===== src/rtl/alu_pkg.sv =====
// alu_pkg: op and state encodings plus default widths for the shared ALU issue path
package alu_pkg;
  localparam int ALU_NRS     = 3;
  localparam int ALU_DATA_W  = 32;
  localparam int ALU_LABEL_W = 4;

  typedef enum logic [1:0] {
    ALU_ADD = 2'b00,
    ALU_SUB = 2'b01,
    ALU_AND = 2'b10,
    ALU_OR  = 2'b11
  } alu_op_t;

  typedef enum logic [1:0] {
    S_IDLE = 2'b00,
    S_INV  = 2'b01,
    S_EXEC = 2'b10,
    S_DONE = 2'b11
  } state_t;
endpackage


===== src/rtl/rr_picker.sv =====
// rr_picker: combinational round-robin pick of the first request after the pointer
module rr_picker
  import alu_pkg::*;
#(
  parameter int NRS = ALU_NRS,
  parameter int IW  = (NRS > 1) ? $clog2(NRS) : 1
) (
  input  logic [NRS-1:0] req,
  input  logic [IW-1:0]  ptr,
  output logic [NRS-1:0] onehot,
  output logic [IW-1:0]  index,
  output logic           anyReq
);
  localparam logic [IW:0] N   = (IW+1)'(NRS);
  localparam logic [IW:0] ONE = (IW+1)'(1);
  logic [2*NRS-1:0] dbl;
  logic [NRS-1:0]   rot;
  logic [IW-1:0]    off;
  logic [IW:0]      sum;
  assign anyReq = |req;
  // rotate so the entry after the pointer sits at bit 0, take the lowest set bit, map back
  always_comb begin
    dbl = {req, req} >> ({1'b0, ptr} + ONE);
    rot = dbl[NRS-1:0];
    off = '0;
    for (int k = NRS - 1; k >= 0; k--) if (rot[k]) off = IW'(k);
    sum = {1'b0, ptr} + {1'b0, off} + ONE;
    index = (sum >= N) ? IW'(sum - N) : IW'(sum);
    onehot = anyReq ? NRS'(1) << index : '0;
  end
endmodule


===== src/rtl/alu_issue_ctrl.sv =====
// alu_issue_ctrl: round-robin issue of ready RS entries to the shared ALU, result held until CDB grant
module alu_issue_ctrl
  import alu_pkg::*;
#(
  parameter int NRS     = ALU_NRS,
  parameter int DATA_W  = ALU_DATA_W,
  parameter int LABEL_W = ALU_LABEL_W
) (
  input  logic                   clk,
  input  logic                   nRST,
  input  logic [NRS-1:0]         reqValid,
  input  logic [2*NRS-1:0]       reqOp,
  input  logic [DATA_W*NRS-1:0]  reqData1,
  input  logic [DATA_W*NRS-1:0]  reqData2,
  input  logic [LABEL_W*NRS-1:0] reqLabel,
  output logic [NRS-1:0]         grant,
  output logic                   busy,
  output logic                   cdbReq,
  input  logic                   cdbGrant,
  output logic [DATA_W-1:0]      cdbData,
  output logic [LABEL_W-1:0]     cdbLabel
);
  localparam int IW = (NRS > 1) ? $clog2(NRS) : 1;
  state_t             state;
  alu_op_t            op;
  logic [IW-1:0]      ptr;
  logic [IW-1:0]      idx;
  logic [DATA_W-1:0]  a;
  logic [DATA_W-1:0]  b;
  logic [DATA_W-1:0]  res;
  logic               cin;
  logic [LABEL_W-1:0] tag;
  logic [NRS-1:0]     win;
  logic               any;
  logic               issue;
  logic [1:0]         ops [NRS];
  logic [DATA_W-1:0]  d1  [NRS];
  logic [DATA_W-1:0]  d2  [NRS];
  logic [LABEL_W-1:0] lb  [NRS];

  for (genvar i = 0; i < NRS; i++) begin : g_unpack
    assign ops[i] = reqOp[2*i +: 2];
    assign d1[i]  = reqData1[DATA_W*i +: DATA_W];
    assign d2[i]  = reqData2[DATA_W*i +: DATA_W];
    assign lb[i]  = reqLabel[LABEL_W*i +: LABEL_W];
  end

  rr_picker #(.NRS(NRS), .IW(IW)) u_pick (
    .req   (reqValid),
    .ptr   (ptr),
    .onehot(win),
    .index (idx),
    .anyReq(any)
  );

  // issue whenever the datapath is free: idle, or the held result leaves on the CDB this cycle
  always_comb begin
    issue = any && (state == S_IDLE || (state == S_DONE && cdbGrant));
    grant = issue ? win : '0;
  end

  // add and subtract share one adder; subtract arrives here with B already inverted and carry-in set
  always_comb begin
    res = (op == ALU_AND) ? a & b : (op == ALU_OR) ? a | b : a + b + DATA_W'(cin);
  end

  // controller FSM with operand latches and the registered CDB outputs
  always_ff @(posedge clk or negedge nRST) begin
    if (!nRST) begin
      state    <= S_IDLE;
      ptr      <= IW'(NRS - 1);
      a        <= '0;
      b        <= '0;
      cin      <= 1'b0;
      op       <= ALU_ADD;
      tag      <= '0;
      busy     <= 1'b0;
      cdbReq   <= 1'b0;
      cdbData  <= '0;
      cdbLabel <= '0;
    end else if (issue) begin
      ptr    <= idx;
      a      <= d1[idx];
      b      <= d2[idx];
      cin    <= 1'b0;
      op     <= alu_op_t'(ops[idx]);
      tag    <= lb[idx];
      busy   <= 1'b1;
      cdbReq <= 1'b0;
      state  <= (alu_op_t'(ops[idx]) == ALU_SUB) ? S_INV : S_EXEC;
    end else begin
      case (state)
        S_INV: begin
          b     <= ~b;
          cin   <= 1'b1;
          state <= S_EXEC;
        end
        S_EXEC: begin
          cdbData  <= res;
          cdbLabel <= tag;
          cdbReq   <= 1'b1;
          state    <= S_DONE;
        end
        S_DONE: begin
          if (cdbGrant) begin
            cdbReq <= 1'b0;
            busy   <= 1'b0;
            state  <= S_IDLE;
          end
        end
        default: ;
      endcase
    end
  end
endmodule


===== config.mk =====
export PLATFORM = sky130hd
export DESIGN_NAME = alu_issue_ctrl
export DESIGN_NICKNAME = d
export VERILOG_FILES = /design/src/rtl/alu_pkg.sv /design/src/rtl/rr_picker.sv /design/src/rtl/alu_issue_ctrl.sv
export SDC_FILE = /design/constraint.sdc
export NUM_CORES = 1
export LEC_CHECK = 0
export ABC_AREA = 1
export CAP_MARGIN = 15
export CORE_MARGIN = 5
export CORE_UTILIZATION = 40
export DETAILED_ROUTE_END_ITERATION = 16
export HOLD_SLACK_MARGIN = 0.1
export PLACE_DENSITY_LB_ADDON = 0.05
export SYNTH_ARGS = -nofsm -noshare
export SYNTH_HDL_FRONTEND = slang
export SYNTH_SLANG_ARGS = --single-unit

===== constraint.sdc =====
create_clock -name clk -period 3.5 [get_ports clk]
set_input_delay 0.35 -clock clk [delete_from_list [all_inputs] [get_ports clk]]
set_output_delay 0.35 -clock clk [all_outputs]
set_load 0.02 [all_outputs]

Word level (Yosys, flattened, before mapping):

Index checks and enable logic that the tools add are counted.

* output and inout port bits: 41
* input port bits: 216
* register bits after elaboration: 113

* add/sub/neg operators: 6
* equality and inequality tests: 7
* magnitude comparators: 2
* mux-type cells: 33
* reduce and logical (&&, ||, !) cells: 14
* shift-type cells: 2
* bitwise gates (word level): 5

Operator list (count)
* 32-bit two-way mux: 8
* 32-bit binary-select mux with 2-bit select: 2
* 32-bit by 1-bit adder with 32-bit output: 1
* 32-bit adder: 1
* 32-bit AND: 1
* 32-bit NOT: 1
* 32-bit OR: 1
* 2-bit two-way mux: 9
* 4-bit binary-select mux with 2-bit select: 1
* 2-bit == test (second input constant): 4
* 4-bit two-way mux: 2
* 2-bit AND reduction: 4
* 1-bit two-way mux: 6
* 3-bit two-way mux: 2
* 2-bit one-hot mux with 3 select lines: 1
* 2-bit nonzero test: 3
* 6-bit by 3-bit right shift with 3-bit output: 1
* 2-bit binary-select mux with 2-bit select: 1
* 2-bit by 1-bit == test with 1-bit output (second input constant): 2
* 4-bit nonzero test: 1
* 2-bit by 1-bit adder with 3-bit output (second input constant): 1
* 2-bit by 2-bit adder with 3-bit output: 1
* 3-bit by 1-bit adder with 3-bit output (second input constant): 1
* 3-bit by 2-bit >= comparator with 1-bit output (second input constant): 1
* other kinds (12): 13

Logic depth before layout (Yosys ltp):

* depth in word-level cells: 16
* depth in mapped cells: 23
* depth with buffers taken out: 22

Hierarchy:

A second synthesis with hierarchy kept.

* cell total of the unflattened synthesis: 1412
* area, all modules: 9496.6 sq um

Modules (own cells, without submodules)
* alu_issue_ctrl: cells an instance 1363, instances 1, area an instance 9237.6 sq um
* rr_picker: cells an instance 49, instances 1, area an instance 259.0 sq um

Worst setup path before layout:

Ideal clock, no wire load.

* path type: register -> output
* from: register ptr[0]
* to: output port grant[0]
* arrival: 2.903 ns
* cell stages (with the launch flop): 21
* slack: 0.247 ns
* cells stage by stage: dfrtp_1 -> inv_1 -> nand2_1 -> nand2_1 -> inv_1 -> o21ai_0 -> inv_1 -> nand2_1 -> ha_1 -> inv_1 -> fa_1 -> ha_1 -> nor2_2 -> o21ai_4 -> nand2_2 -> o21ai_4 -> nor2_2 -> buf_4 -> buf_4 -> inv_1 -> nor2_1

* longest elaborated chain between the ends: 12
* elaborated cells on any way between the ends: 13

RTL lines
* from (decl): line alu_issue_ctrl.sv:26 `logic [IW-1:0] ptr;`
* from (signal assigned): line alu_issue_ctrl.sv:71 `ptr <= IW'(NRS - 1);`
* from (signal assigned): line alu_issue_ctrl.sv:82 `ptr <= idx;`
* 2-bit by 1-bit adder with 3-bit output: line rr_picker.sv:23 `dbl = {req, req} >> ({1'b0, ptr} + ONE);`
* 6-bit by 3-bit right shift with 3-bit output: line rr_picker.sv:23
* 2-bit two-way mux (3 in a row): line rr_picker.sv:26 `for (int k = NRS - 1; k >= 0; k--) if (rot[k]) off = IW'(k);`
* 2-bit by 2-bit adder with 3-bit output *: line rr_picker.sv:27 `sum = {1'b0, ptr} + {1'b0, off} + ONE;`
* 3-bit by 1-bit adder with 3-bit output *: line rr_picker.sv:27
* 3-bit by 2-bit >= comparator with 1-bit output / 2-bit subtractor (equally long branches): line rr_picker.sv:28 `index = (sum >= N) ? IW'(sum - N) : IW'(sum);`
* 2-bit two-way mux *: line rr_picker.sv:28
* 1-bit by 2-bit << shifter with 3-bit output *: line rr_picker.sv:29 `onehot = anyReq ? NRS'(1) << index : '0;`
* 3-bit two-way mux *: line rr_picker.sv:29
* 3-bit two-way mux *: line alu_issue_ctrl.sv:59 `grant = issue ? win : '0;`
* to (decl): line alu_issue_ctrl.sv:16 `output logic [NRS-1:0] grant,`

Every way passes the cells marked *; elsewhere a longest branch is shown, timed or not.

Final worst setup path:

* from: register ptr[1]
* to: output port grant[1]

The elaborated chain is that of the path after synthesis.

==> impl_metrics.py <==
metrics = {
    "status": {
        "status": "finished, final reports clean",
    },
    "global_route": {
        "grt_max_degree": 65,
        "grt_antenna_before_repair": 1,
        "grt-ovfl-total": 0,
        "grt_pass1_vias": 9433,
        "grtUsageTotal": 0.2518,
        "grt_pass1_wl_um": 51730,
    },
    "clock_tree": {
        "cts.htree.levels": 4,
        "cts_root_buf": "clkbuf_16",
        "path_clk_slew_ns": 0.06,
        "clkLatencyLatePin_ns": 0.42,
        "clock_sinks": 113,
        "numCtsBuffers": 17,
        "cts_tree": "done",
        "cts.path.max_buffers": 2,
        "cts_setup_buffers": 0,
    },
    "die": {
        "die_h_um": 159.8,
        "die_w_um": 159.8,
        "start_util": 0.4087,
        "rows": 54,
        "core_area_um2": 21960,
        "ios": 257,
        "die_area_um2": 25530,
    },
    "worst_setup_path": {
        "reg2reg_depth": 18,
        "r2r-end": "b[16]",
        "startpoint": "ptr[1]",
        "cp.arrival_ns": 3.08,
        "regToRegSetupSlack_ns": 0.20,
        "critPathLaunchType": "register",
        "end_kind": "output port",
        "path_cells": "a21oi_1 > a22oi_2 > nand2_1 > ha_1 > inv_1 > fa_1 > ha_2 > nor2_4 > o21ai_4 > nand2_2 > o21ai_4 > nor2_2 > inv_1 > nor2_1 > buf_4",
        "timing.rr.start": "ptr[1]",
        "path_max_fanout": 6,
        "cpMaxStageDelayCell": "dfstp_2",
        "endpoint": "grant[1]",
        "required_ns": 3.15,
        "slowest_delay_ns": 0.61,
        "crit_type": "register to output port",
    },
    "yosys": {
        "yosysWarnings": 0,
        "synth_edf_count": 0,
        "yosysSeqAreaShare": 0.3153,
        "synth_top_family_by_area": "compound AO/OA/AOI/OAI gates",
        "ys.flop_type": "dfrtp_1",
        "synthCells": 1301,
        "synth-compound-area-share": 0.2460,
        "synth_fa_ha_area_frac": 0.09872,
        "post_synth.cell_area_avg_um2": 6.897,
        "synth_xor_area_frac": 0.007808,
        "ys_ff_latch": 113,
        "synth_nets": 1586,
        "synth_mux_area_frac": 0,
        "synthArstFlopShare": 1.000,
        "syn_area_um2": 8974,
        "synth_cell_type_count": 46,
        "yosys.area_share.simple": 0.2315,
    },
    "sta": {
        "rsz0062_at_grt": "yes",
        "slew_headroom": 0.4404,
        "max_freq_mhz": 291.5,
        "timing.final.crit_share": 0.9802,
        "slew_violations": 0,
        "fin_skew_ns": 0.01341,
        "setup_viol": 0,
        "worst_slack_ns": 0.06924,
        "hold_viol": 0,
        "tightest_slew_ns": 0.8374,
        "fin_crit_ns": 3.431,
    },
    "drt": {
        "drtAntennaViolNets": 0,
        "avgViaCountPerCell": 5.252,
        "drt_wl_total_um": 33130,
        "drt_iter0_markers": 630,
        "avgRoutedWirePerCell_um": 17.93,
        "via_count": 9706,
        "drt_first_pass_iters": 7,
        "drc": 0,
    },
    "cells_and_area": {
        "layout.nets": 1840,
        "drive_gt1_frac": 0.06760,
        "area_growth_pct": 40.32,
        "insertedDiodeCount": 0,
        "fin_cells": 1848,
        "final_cell_mix": "nand2_1, clkdlybuf4s50_1, nor2_1",
        "layout_commonest_cell": "nand2_1",
    },
    "job": {
        "maxCapViolCount": 0,
    },
    "placement": {
        "gp_congestion": 0.9118,
        "post-dp-hpwl_um": 25250,
        "post-place-ws_ns": -0.5308,
        "io_buffers": 256,
        "dp_cells": 1815,
    },
    "min_path": {
        "hold_class": "register to register",
    },
}
## logic make-up (layout without fill, tap and decap cells)
group,after synthesis,after routing
AOI/OAI and AO/OA,373,373
and+or+nand+nor,514,514
xor gates and xnor gates,8,8
buffers and inverters,224,491
adders and majority gates,69,69
DFF,113,113
## routing by layer
metal | share of wire | GRT usage | routed length (um) | vias to the layer above
li1 | - | - | - | 4828
met1 | 0.45 | 0.3425 | 15040 | 4570
met2 | 0.48 | 0.4232 | 15840 | 281
met3 | 0.058 | 0.05000 | 1929 | 25
met4 | 0.0090 | 0.04341 | 298 | 2
met5 | 0.00033 | 0 | 11 | -
## flip-flops by register name, summed over array words and instances, names as in the netlist
signal and flops:
b 32, cdbReq 1, state 2, ptr 2, a 32, op 2
cin 1, tag 4, cdbData 32, busy 1, cdbLabel 4
## layout make-up
type	instances	area (um2)
fillers	2107	9366
multi-input cells	964	5271
repair buffers	293	2897
flip-flops and latches	113	2830
inverters	166	630.6
clock buffers	20	456.7
well taps	280	350.3
clock inverters	12	156.4
## stage by stage
step | hold WS, ns | utilization | cell area [um2] | TNS (ns)
finish | 0.4876 | 0.5734 | 12590 | 0
global route | 0.5162 | 0.5734 | 12590 | -0.1483
detailed placement | 0.4320 | 0.5431 | 11930 | -24.66
floorplan | 0.05441 | - | 8974 | 0
CTS | 0.4882 | 0.5715 | 12550 | 0
global placement | 0.4312 | 0.5431 | 11930 | -14.69
## critical path, delay by kind of cell (launching register included)
kind            cells  cell delay (ns)
flops               1             0.61
compound gates      4             0.42
fa+ha+maj           3             0.87
buf+inv             3             0.29
simple gates        5             0.47
## synth_stat cells (all sizes together), types with 11 or more instances
library cell / instances / area share
dfrtp: 112 / 0.31
o221ai: 36 / 0.039
o31ai: 18 / 0.015
ha: 66 / 0.092
clkbuf: 30 / 0.013
nand3: 34 / 0.019
o22ai: 11 / 0.0077
nand2: 270 / 0.12
a21oi: 110 / 0.062
o21ai: 166 / 0.096
inv: 165 / 0.070
buf: 28 / 0.018
nor2: 187 / 0.080
o211ai: 17 / 0.014
## what timing repair did
action,in CTS,in global routing
gates resized for setup,20,15
hold buffers,1,0
pin swaps,2,1
hold endpoints to repair,49,0
endpoints found under the setup margin,17,46
gates cloned,0,0
## worst min-delay path by stage
stage                start     endpoint  cells past startpoint
2_1_floorplan         nRST         a[0]                      0
3_3_place_gp          nRST        a[20]                      1
3_5_place_dp          nRST        a[20]                      1
4_1_cts        cdbLabel[0]  cdbLabel[0]                      2
5_1_grt        cdbLabel[1]  cdbLabel[1]                      2
6_report       cdbLabel[3]  cdbLabel[3]                      2
Power is not shown: default switching activity piles up to over one toggle a cycle in this logic, so the estimate is an artifact.
